## src/rtl/control_unit_pipe_pkg.sv

```systemverilog
`default_nettype none
// ============================================================================
// Module      : control_unit_pipe_pkg
// Description : Shared RV32I decode definitions for the registered ID/EX
//               control unit: opcodes, ALU op encodings, the packed control
//               word and the front-end sequencing states.
//               Optional macro CTRL_SYSTEM_EN adds the csr control field.
// Revision    : 1.0 - initial release
// ============================================================================
package control_unit_pipe_pkg;

    localparam int OPCODE_SIZE = 7;
    localparam int ALU_OP_SIZE = 3;

    // RV32I major opcodes
    localparam logic [OPCODE_SIZE-1:0] OPC_R      = 7'b0110011;
    localparam logic [OPCODE_SIZE-1:0] OPC_I      = 7'b0010011;
    localparam logic [OPCODE_SIZE-1:0] OPC_LOAD   = 7'b0000011;
    localparam logic [OPCODE_SIZE-1:0] OPC_STORE  = 7'b0100011;
    localparam logic [OPCODE_SIZE-1:0] OPC_BRANCH = 7'b1100011;
    localparam logic [OPCODE_SIZE-1:0] OPC_JALR   = 7'b1100111;
    localparam logic [OPCODE_SIZE-1:0] OPC_JAL    = 7'b1101111;
    localparam logic [OPCODE_SIZE-1:0] OPC_LUI    = 7'b0110111;
    localparam logic [OPCODE_SIZE-1:0] OPC_AUIPC  = 7'b0010111;
    localparam logic [OPCODE_SIZE-1:0] OPC_SYSTEM = 7'b1110011;

    // ALU operation classes handed to EX
    localparam logic [ALU_OP_SIZE-1:0] ALUOP_IMM    = 3'b000;
    localparam logic [ALU_OP_SIZE-1:0] ALUOP_STORE  = 3'b001;
    localparam logic [ALU_OP_SIZE-1:0] ALUOP_UPPER  = 3'b010;
    localparam logic [ALU_OP_SIZE-1:0] ALUOP_BRANCH = 3'b011;
    localparam logic [ALU_OP_SIZE-1:0] ALUOP_JUMP   = 3'b100;
    localparam logic [ALU_OP_SIZE-1:0] ALUOP_REG    = 3'b101;
    localparam logic [ALU_OP_SIZE-1:0] ALUOP_LOAD   = 3'b110;

    // Width of the front-end flush counter
    localparam int FLUSH_CNT_W = 4;

    typedef struct packed {
        logic                   jump_reg;
        logic                   jump;
        logic                   branch;
        logic                   reg_src1;
        logic                   reg_src2;
        logic                   upper_imm;
        logic                   reg_write;
        logic                   mem_write;
        logic                   mem_to_reg;
        logic                   ret_addr;
        logic                   imm;
        logic                   rvfi_i;
`ifdef CTRL_SYSTEM_EN
        logic                   csr;
`endif
        logic [ALU_OP_SIZE-1:0] alu_op;
    } ctrl_t;

    typedef enum logic [1:0] {
        RUN   = 2'd0,
        FLUSH = 2'd1,
        TRAP  = 2'd2
    } ctrl_state_t;

endpackage : control_unit_pipe_pkg
`default_nettype wire

```

## src/rtl/control_unit_pipe_ctrl_decode.sv

```systemverilog
`default_nettype none
// ============================================================================
// Module      : ctrl_decode
// Description : Pure combinational opcode decoder producing the control word,
//               an illegal-opcode flag and a front-end redirect flag.
//               Optional macro CTRL_SYSTEM_EN makes SYSTEM a legal redirect.
// Revision    : 1.0 - initial release
// ============================================================================
module ctrl_decode
    import control_unit_pipe_pkg::*;
#(
    parameter int OPCODE_W = 7
) (
    input  logic [OPCODE_W-1:0] opcode,
    output ctrl_t               ctrl,
    output logic                illegal,
    output logic                redirect
);

    // Opcode to control word lookup; unknown opcodes yield an all-zero word
    always_comb begin
        ctrl     = '0;
        illegal  = 1'b0;
        redirect = 1'b0;
        case (opcode)
            OPC_R: begin
                ctrl.reg_src1  = 1'b1;
                ctrl.reg_src2  = 1'b1;
                ctrl.reg_write = 1'b1;
                ctrl.rvfi_i    = 1'b1;
                ctrl.alu_op    = ALUOP_REG;
            end
            OPC_I: begin
                ctrl.reg_src1  = 1'b1;
                ctrl.reg_write = 1'b1;
                ctrl.imm       = 1'b1;
                ctrl.rvfi_i    = 1'b1;
                ctrl.alu_op    = ALUOP_IMM;
            end
            OPC_LOAD: begin
                ctrl.reg_src1   = 1'b1;
                ctrl.reg_write  = 1'b1;
                ctrl.mem_to_reg = 1'b1;
                ctrl.imm        = 1'b1;
                ctrl.rvfi_i     = 1'b1;
                ctrl.alu_op     = ALUOP_LOAD;
            end
            OPC_STORE: begin
                ctrl.reg_src1  = 1'b1;
                ctrl.mem_write = 1'b1;
                ctrl.imm       = 1'b1;
                ctrl.rvfi_i    = 1'b1;
                ctrl.alu_op    = ALUOP_STORE;
            end
            OPC_BRANCH: begin
                ctrl.branch   = 1'b1;
                ctrl.reg_src1 = 1'b1;
                ctrl.reg_src2 = 1'b1;
                ctrl.rvfi_i   = 1'b1;
                ctrl.alu_op   = ALUOP_BRANCH;
            end
            OPC_JALR: begin
                ctrl.jump      = 1'b1;
                ctrl.jump_reg  = 1'b1;
                ctrl.branch    = 1'b1;
                ctrl.reg_write = 1'b1;
                ctrl.ret_addr  = 1'b1;
                ctrl.rvfi_i    = 1'b1;
                ctrl.alu_op    = ALUOP_JUMP;
                redirect       = 1'b1;
            end
            OPC_JAL: begin
                ctrl.jump      = 1'b1;
                ctrl.branch    = 1'b1;
                ctrl.reg_write = 1'b1;
                ctrl.ret_addr  = 1'b1;
                ctrl.rvfi_i    = 1'b1;
                ctrl.alu_op    = ALUOP_JUMP;
                redirect       = 1'b1;
            end
            OPC_LUI: begin
                ctrl.upper_imm = 1'b1;
                ctrl.reg_write = 1'b1;
                ctrl.imm       = 1'b1;
                ctrl.rvfi_i    = 1'b1;
                ctrl.alu_op    = ALUOP_UPPER;
            end
            OPC_AUIPC: begin
                ctrl.reg_write = 1'b1;
                ctrl.imm       = 1'b1;
                ctrl.rvfi_i    = 1'b1;
                ctrl.alu_op    = ALUOP_UPPER;
            end
`ifdef CTRL_SYSTEM_EN
            OPC_SYSTEM: begin
                ctrl.csr       = 1'b1;
                ctrl.reg_write = 1'b1;
                ctrl.reg_src1  = 1'b1;
                ctrl.imm       = 1'b1;
                ctrl.rvfi_i    = 1'b1;
                ctrl.alu_op    = ALUOP_IMM;
                // CSR side effects may change fetch context, so refetch
                redirect       = 1'b1;
            end
`endif
            default: begin
                illegal = 1'b1;
            end
        endcase
    end

endmodule : ctrl_decode
`default_nettype wire

```

## src/rtl/control_unit_pipe.sv

```systemverilog
`default_nettype none
// ============================================================================
// Module      : control_unit_pipe
// Description : Registered, stall-aware ID/EX control unit. Decodes the ID
//               opcode, registers the control word into EX behind a
//               valid/ready handshake, sequences front-end flushes after
//               jumps and taken branches, and holds illegal-opcode traps
//               until acknowledged.
//               Optional macro CTRL_SYSTEM_EN enables the SYSTEM opcode.
// Revision    : 1.0 - initial release
// ============================================================================
module control_unit_pipe
    import control_unit_pipe_pkg::*;
#(
    parameter int OPCODE_W     = 7,
    parameter int ALUOP_W      = 3,
    parameter int FLUSH_CYCLES = 1
) (
    input  logic                clk,
    input  logic                reset,
    input  logic                id_valid,
    input  logic [OPCODE_W-1:0] id_opcode,
    output logic                id_ready,
    output logic                ex_valid,
    input  logic                ex_ready,
    output ctrl_t               ex_ctrl,
    input  logic                ex_branch_taken,
    output logic                id_flush,
    output logic                trap_req,
    input  logic                trap_ack
);

    localparam logic [FLUSH_CNT_W-1:0] c_FLUSH_LOAD = FLUSH_CNT_W'(FLUSH_CYCLES);

    // Reject configurations the control word or counter cannot represent
    generate
        if (ALUOP_W != ALU_OP_SIZE || OPCODE_W != OPCODE_SIZE) begin : g_width_check
            $error("control_unit_pipe: OPCODE_W/ALUOP_W must match the package widths");
        end
        if (FLUSH_CYCLES < 1 || FLUSH_CYCLES > 15) begin : g_flush_check
            $error("control_unit_pipe: FLUSH_CYCLES must lie in 1..15");
        end
    endgenerate

    ctrl_state_t              r_state;
    ctrl_state_t              w_state_nxt;
    logic [FLUSH_CNT_W-1:0]   r_flush_cnt;
    logic [FLUSH_CNT_W-1:0]   w_flush_cnt_nxt;
    logic                     r_ex_valid;
    logic                     w_ex_valid_nxt;
    ctrl_t                    r_ex_ctrl;
    ctrl_t                    w_ex_ctrl_nxt;

    ctrl_t                    w_dec_ctrl;
    logic                     w_dec_illegal;
    logic                     w_dec_redirect;
    logic                     w_ex_free;

    ctrl_decode #(
        .OPCODE_W (OPCODE_W)
    ) u_decode (
        .opcode   (id_opcode),
        .ctrl     (w_dec_ctrl),
        .illegal  (w_dec_illegal),
        .redirect (w_dec_redirect)
    );

    // EX slot can take a new word when empty or being consumed this cycle
    assign w_ex_free = !r_ex_valid || ex_ready;

    assign ex_valid = r_ex_valid;
    assign ex_ctrl  = r_ex_ctrl;

    // Next-state, counter, EX register and handshake outputs
    always_comb begin
        w_state_nxt     = r_state;
        w_flush_cnt_nxt = r_flush_cnt;
        w_ex_valid_nxt  = r_ex_valid;
        w_ex_ctrl_nxt   = r_ex_ctrl;
        id_ready        = w_ex_free;
        id_flush        = 1'b0;
        trap_req        = 1'b0;

        // Whenever EX frees up and nothing is accepted, a bubble moves in
        if (w_ex_free) begin
            w_ex_valid_nxt = 1'b0;
            w_ex_ctrl_nxt  = '0;
        end

        case (r_state)
            RUN: begin
                if (ex_branch_taken) begin
                    // The ID instruction is on the wrong path: drop it
                    w_state_nxt     = FLUSH;
                    w_flush_cnt_nxt = c_FLUSH_LOAD;
                end else if (id_valid && w_ex_free) begin
                    if (w_dec_illegal) begin
                        w_state_nxt = TRAP;
                    end else begin
                        w_ex_valid_nxt = 1'b1;
                        w_ex_ctrl_nxt  = w_dec_ctrl;
                        if (w_dec_redirect) begin
                            w_state_nxt     = FLUSH;
                            w_flush_cnt_nxt = c_FLUSH_LOAD;
                        end
                    end
                end
            end
            FLUSH: begin
                id_flush = 1'b1;
                id_ready = 1'b1;
                if (ex_branch_taken) begin
                    w_flush_cnt_nxt = c_FLUSH_LOAD;
                end else begin
                    w_flush_cnt_nxt = r_flush_cnt - 1'b1;
                    if (r_flush_cnt <= FLUSH_CNT_W'(1)) begin
                        w_flush_cnt_nxt = '0;
                        w_state_nxt     = RUN;
                    end
                end
            end
            TRAP: begin
                trap_req = 1'b1;
                id_flush = 1'b1;
                id_ready = 1'b0;
                if (trap_ack) begin
                    w_state_nxt = RUN;
                end
            end
            default: begin
                w_state_nxt     = RUN;
                w_flush_cnt_nxt = '0;
            end
        endcase
    end

    // State, flush counter and EX pipeline register
    always_ff @(posedge clk or posedge reset) begin
        if (reset) begin
            r_state     <= RUN;
            r_flush_cnt <= '0;
            r_ex_valid  <= 1'b0;
            r_ex_ctrl   <= '0;
        end else begin
            r_state     <= w_state_nxt;
            r_flush_cnt <= w_flush_cnt_nxt;
            r_ex_valid  <= w_ex_valid_nxt;
            r_ex_ctrl   <= w_ex_ctrl_nxt;
        end
    end

endmodule : control_unit_pipe
`default_nettype wire

```

## config.mk

```make
export PLATFORM = sky130hd
export DESIGN_NAME = control_unit_pipe
export DESIGN_NICKNAME = d
export VERILOG_FILES = /design/src/rtl/control_unit_pipe_pkg.sv /design/src/rtl/control_unit_pipe_ctrl_decode.sv /design/src/rtl/control_unit_pipe.sv
export SDC_FILE = /design/constraint.sdc
export NUM_CORES = 1
export LEC_CHECK = 0
export BUFFER_PORTS_ARGS = -buffer_cell sky130_fd_sc_hd__buf_2
export CAP_MARGIN = 20
export CORE_MARGIN = 2
export CORE_UTILIZATION = 59
export CTS_BUF_LIST = sky130_fd_sc_hd__clkbuf_4 sky130_fd_sc_hd__clkbuf_8
export DETAILED_ROUTE_END_ITERATION = 6
export GPL_TIMING_DRIVEN = 0
export PLACE_DENSITY_LB_ADDON = 0.15
export SYNTH_ARGS = -nofsm -noshare
export SYNTH_HDL_FRONTEND = slang
export SYNTH_SLANG_ARGS = --single-unit
```

## constraint.sdc

```tcl
create_clock -name clk -period 3.4 [get_ports clk]
set_clock_uncertainty 0.05 [all_clocks]
set_input_delay 0 -clock clk [delete_from_list [all_inputs] [get_ports clk]]
set_output_delay 0 -clock clk [all_outputs]
set_load 0.03 [all_outputs]
```

After elaboration in Yosys (flattened, before gate mapping)
Index checks and enable logic that the tools add are counted.

Register bits: 22. Latch bits: 0. RAM bits: 0. Memory bits (read-only): 0. Input bits: 13. Output and inout bits: 19. Logic and storage cells: 91. Memories kept: 0.

Add/subtract/negate cells: 1. Multipliers: 0. Divide/modulo/power cells: 0. $lt $le $gt $ge: 1. Eq/ne operators: 18. Shift-type cells: 0. Mux-type cells: 39. Bitwise operators: 1. Reduce and logical (&&, ||, !) cells: 15.

Operators with widths (number): 15-bit 2-to-1 mux (5); 4-bit case mux with 7 select lines (1); 4-bit 2-to-1 mux (6); 7-bit by 6-bit == test with 1-bit output, second input constant (3); 7-bit == test, second input constant (3); 1-bit 2-to-1 mux (17); 7-bit by 5-bit == test with 1-bit output, second input constant (2); 2-bit 2-to-1 mux (7); 4-bit case mux with 3 select lines (1); 5-bit OR reduction (2); 9-bit OR reduction (1); 2-bit OR reduction (4); 7-bit by 2-bit == test with 1-bit output, second input constant (1); 7-bit OR reduction (1); 2-bit != test, second input constant (3); 3-bit != test, second input constant (2); 2-bit case mux with 3 select lines (1); 5-bit AND reduction (1); 4-bit by 1-bit less-or-equal comparator with 1-bit output, second input constant (1); 4-bit by 3-bit != test with 1-bit output, second input constant (1); 4-bit AND reduction (1); 4-bit by 1-bit subtractor with 4-bit output, second input constant (1); 3-bit by 2-bit != test with 1-bit output, second input constant (1); 3-bit OR reduction (1); 8 further kinds (8).

Depth between registers and ports, before layout
Depth in word-level cells: 8. Depth in mapped cells: 6. Mapped depth without buffers: 6.

Modules after synthesis
Synthesis repeated with hierarchy kept, for this count alone.

Cells, all modules: 133. Area, all modules: 1372.6 um^2.

By module, submodules not included: control_unit_pipe (times used 1, cells an instance 87, area an instance 1102.3 um^2, sequential area each 550.5 um^2); ctrl_decode (times used 1, cells an instance 46, area an instance 270.3 um^2, sequential area each 0.0 um^2).

Worst setup path after synthesis
OpenSTA, ideal clock, no wires.

Kind: register -> register. Start: reg r_flush_cnt[0]. End: reg r_state[1]. Setup time: 122 ps. Arrival: 1490 ps. Slack: 1738 ps. Stages on the path, launching flop included: 7. Period minus slack after synthesis: 1662 ps. Path through: dfrtp_1 > inv_1 > ha_1 > nor2_1 > o31a_1 > or3_1 > a32o_1.

Cells in the longest elaborated chain, start to end: 3.

RTL lines: start: declaration (RTL line control_unit_pipe.sv:47) `logic [FLUSH_CNT_W-1:0] r_flush_cnt;`; start signal: assignment (RTL line control_unit_pipe.sv:146) `r_flush_cnt <= w_flush_cnt_nxt;`; 4-bit by 1-bit less-or-equal comparator with 1-bit output (RTL line control_unit_pipe.sv:116) `if (r_flush_cnt <= FLUSH_CNT_W'(1)) begin`; 2-bit != test (no line); 5-bit AND reduction (no line); end signal: assignment (RTL line control_unit_pipe.sv:145) `r_state <= w_state_nxt;`; end: declaration (RTL line control_unit_pipe.sv:45) `ctrl_state_t r_state;`.

No other way between the ends. A chain may end at the register's enable or synchronous reset.

==> flow_summary.toml <==
[status]
outcome = "complete, no violations"

[sta]
fin_crit_sh = 0.5591
final-hold-violation-count = 0
slew_headroom = 0.4167
rsz0062_at_grt = "no"
setup_ws_ps = 1499
report.final.slew_viol_count = 0
finalSetupViolations = 0
post-route-min-period_ps = 1901
finalHoldWorstSlack_ps = 31.59
tightestPinTransition_ps = 874.0
setup_total_negative_slack_ps = 0
fmaxAchievable_ghz = 0.5261

[clocking]
clock_sinks = 22
cts_htree_levels = 1
path_clk_slew_ps = 110
post_cts_resized = 0
clock_latency_on_the_worst_skew_pair_ps = 290
clock_tree.buffer_depth = 2
postCtsSetupBuffers = 0
tritoncts = "yes"
cts_made_buffers = 3
hold_buffers = 4
root_buf_cell = "sky130_fd_sc_hd__clkbuf_4"

[setup_path]
worstSetupEndpointType = "register"
timing.rr.start = "r_state[0]"
crit_required_ps = 3590
r2r_worst_path_depth = 5
timing.critical_path.from = "r_state[0]"
critPathCapture = "ex_ctrl[10]"
worstSetupStartpointType = "register"
r2r_end = "ex_ctrl[10]"
critical_path_arrival_ps = 2090
cp_max_fo = 6
worst-r2r-setup-slack_ps = 1500
critPathKind = "register to register"

[drt]
detail_route.wl_per_cell_microns = 14.89
route.antenna.remaining_nets = 0
detail_route.first_pass.iterations = 4
wl_mm = 2.889
remaining_drc_errors = 0
vias_cell = 5.979
drt-initial-drc-count = 33
route.vias.total = 1160

[floorplan]
rows = 16
fp.dieArea_sq_um = 2567
fp.coreArea_sq_um = 2002
initial_util = 0.6419
die_width_microns = 50.67
num_io_pins = 32
die_h_microns = 50.67

[grt]
grt.overflow.total = 0
number_of_global_route_vias_before_repair = 1159
maximum_number_of_pins_on_one_net_before_global_route_repair = 23
grt_antenna_before_repair = 0
grt_first_pass_wirelength_mm = 5.085
grt_usage = 0.2600

[placement]
dpl.cell_count = 187
dp_slack_ps = 1510
dp_hpwl_mm = 2.253
port_buffers = 30
routabilityCongestion = 0.8765
placedInstanceArea_sq_um = 1469

[logic_synthesis]
post_synth.cell_area_avg_sq_um = 9.884
synthAdderAreaFrac = 0.04869
mappedNetlistNets = 148
synth_top_cell_area_share = 0.4284
synth_seq_area_share = 0.4284
synth_area_sq_um = 1285
muxShareOfSynthArea = 0.02045
count_of_flip_flops_with_a_built_in_enable_after_synthesis = 0
synth_cell_type_count = 48
synth_xor_xnor_area_share = 0.02045
synthCells = 130
synth_compound_gate_area_share = 0.2473
synthMostInstantiatedCell = "sky130_fd_sc_hd__dfrtp_1"
async_reset_ff_frac = 1.000
synth_top_area_cell = "sky130_fd_sc_hd__dfrtp_1"
synth_simple_gate_area_frac = 0.1714
synth.top_cells.by_count = "sky130_fd_sc_hd__dfrtp_1 (22), sky130_fd_sc_hd__nand2_1 (14), sky130_fd_sc_hd__inv_1 (13), sky130_fd_sc_hd__o21ai_0 (9)"
synthTopCellsByArea = "sky130_fd_sc_hd__dfrtp_1 (43%), sky130_fd_sc_hd__ha_1 (4.9%), sky130_fd_sc_hd__nand2_1 (4.1%)"
synth_top_family_by_area = "compound AO/OA/AOI/OAI gates"
synth-main-ff-cell = "sky130_fd_sc_hd__dfrtp_1"
synth_seq_cells = 22
synth_warn = 0

[pwr]
total_power_mw = 0.8104
power.share.combinational = 0.486
internal-power_mw = 0.4815
switching_share = 0.4058
power_frac_seq = 0.374
leakage_nw = 0.7866
switchingPower_mw = 0.3289
power_frac_clock = 0.140
vdd.ir_drop.worst_uv = 509.5
power.density_nw_per_um2 = 529.2

[layout]
instances_no_fill = 194
final_core_utilization = 0.7650
fraction_of_final_layout_cells_with_drive_strength_greater_than_1 = 0.2695
num-nets-final = 187
postLayoutCellArea_sq_um = 1531
area_delta_synth_final_pct = 19.18
antennaDiodeCount = 0

[hold_path]
min_path_type = "input pin to register"

[run]
cap_violations = 0
critical path, stage by stage (launching register included):
cell                        delay [ps]
sky130_fd_sc_hd__dfrtp_1           410
sky130_fd_sc_hd__inv_1             100
sky130_fd_sc_hd__ha_1              230
sky130_fd_sc_hd__nand4_1           260
sky130_fd_sc_hd__a2111oi_1         540
sky130_fd_sc_hd__a32o_1            250
worst min-delay path by stage:
| stage | startpoint | cells after the start | end | slack [ps] |
|---|---|---|---|---|
| after CTS | ex_ready | 3 | ex_valid | 30 |
| after global routing | ex_ready | 3 | ex_valid | 40 |
| after floorplan | reset | 1 | ex_ctrl[0] | -60 |
| after global placement | reset | 2 | r_state[0] | 140 |
| after detailed placement | reset | 2 | r_state[0] | 170 |
| final | ex_ready | 3 | ex_valid | 30 |
sequential cells by signal (all words and copies together) (netlist names):
signal / count
ex_ctrl: 15
r_state: 2
ex_valid: 1
r_flush_cnt: 4
layer usage:
layer / wire length [microns] / track usage / vias to the layer above
met3: 128 / 0.02976 / 8
met2: 1509 / 0.4539 / 47
met1: 1183 / 0.3129 / 548
met4: 68 / 0.1351 / 0
met5: 0 / 0 / -
li1: - / - / 557
power groups by stage:
| stage | registers, mW | logic, mW | clock network (mW) |
|---|---|---|---|
| finish | 0.303 | 0.394 | 0.114 |
| global route | 0.306 | 0.438 | 0.124 |
| CTS | 0.303 | 0.392 | 0.117 |
| detailed placement | 0.307 | 0.388 | 0 |
| global placement | 0.305 | 0.370 | 0 |
| floorplan | 0.307 | 0.302 | 0 |
layout make-up:
type / count / area, sq um
clock buffer: 3 / 22.52
sequential: 22 / 550.5
tap: 27 / 33.78
fill: 155 / 470.5
multi-input combinational: 89 / 653.1
inverter: 13 / 48.80
timing repair buffer: 34 / 190.2
buffer: 6 / 32.53
cell families after synthesis:
group,Yosys count
simple gates,40
buf+inv,19
xor+xnor,3
compound gates,39
mux,2
flops,22
fa+ha+maj,5
cell usage in the layout (no fill, tap or decap), types with 3 or more instances in the layout:
cell,instances
sky130_fd_sc_hd__a21o_1,3
sky130_fd_sc_hd__a21oi_1,3
sky130_fd_sc_hd__a32o_1,3
sky130_fd_sc_hd__buf_2,32
sky130_fd_sc_hd__clkbuf_1,3
sky130_fd_sc_hd__clkbuf_4,3
sky130_fd_sc_hd__dfrtp_1,22
sky130_fd_sc_hd__dlygate4sd3_1,4
sky130_fd_sc_hd__ha_1,5
sky130_fd_sc_hd__inv_1,13
sky130_fd_sc_hd__nand2_1,14
sky130_fd_sc_hd__nand4_1,5
sky130_fd_sc_hd__nor2_1,5
sky130_fd_sc_hd__o21ai_0,9
Power figures use the tool's default switching activity.
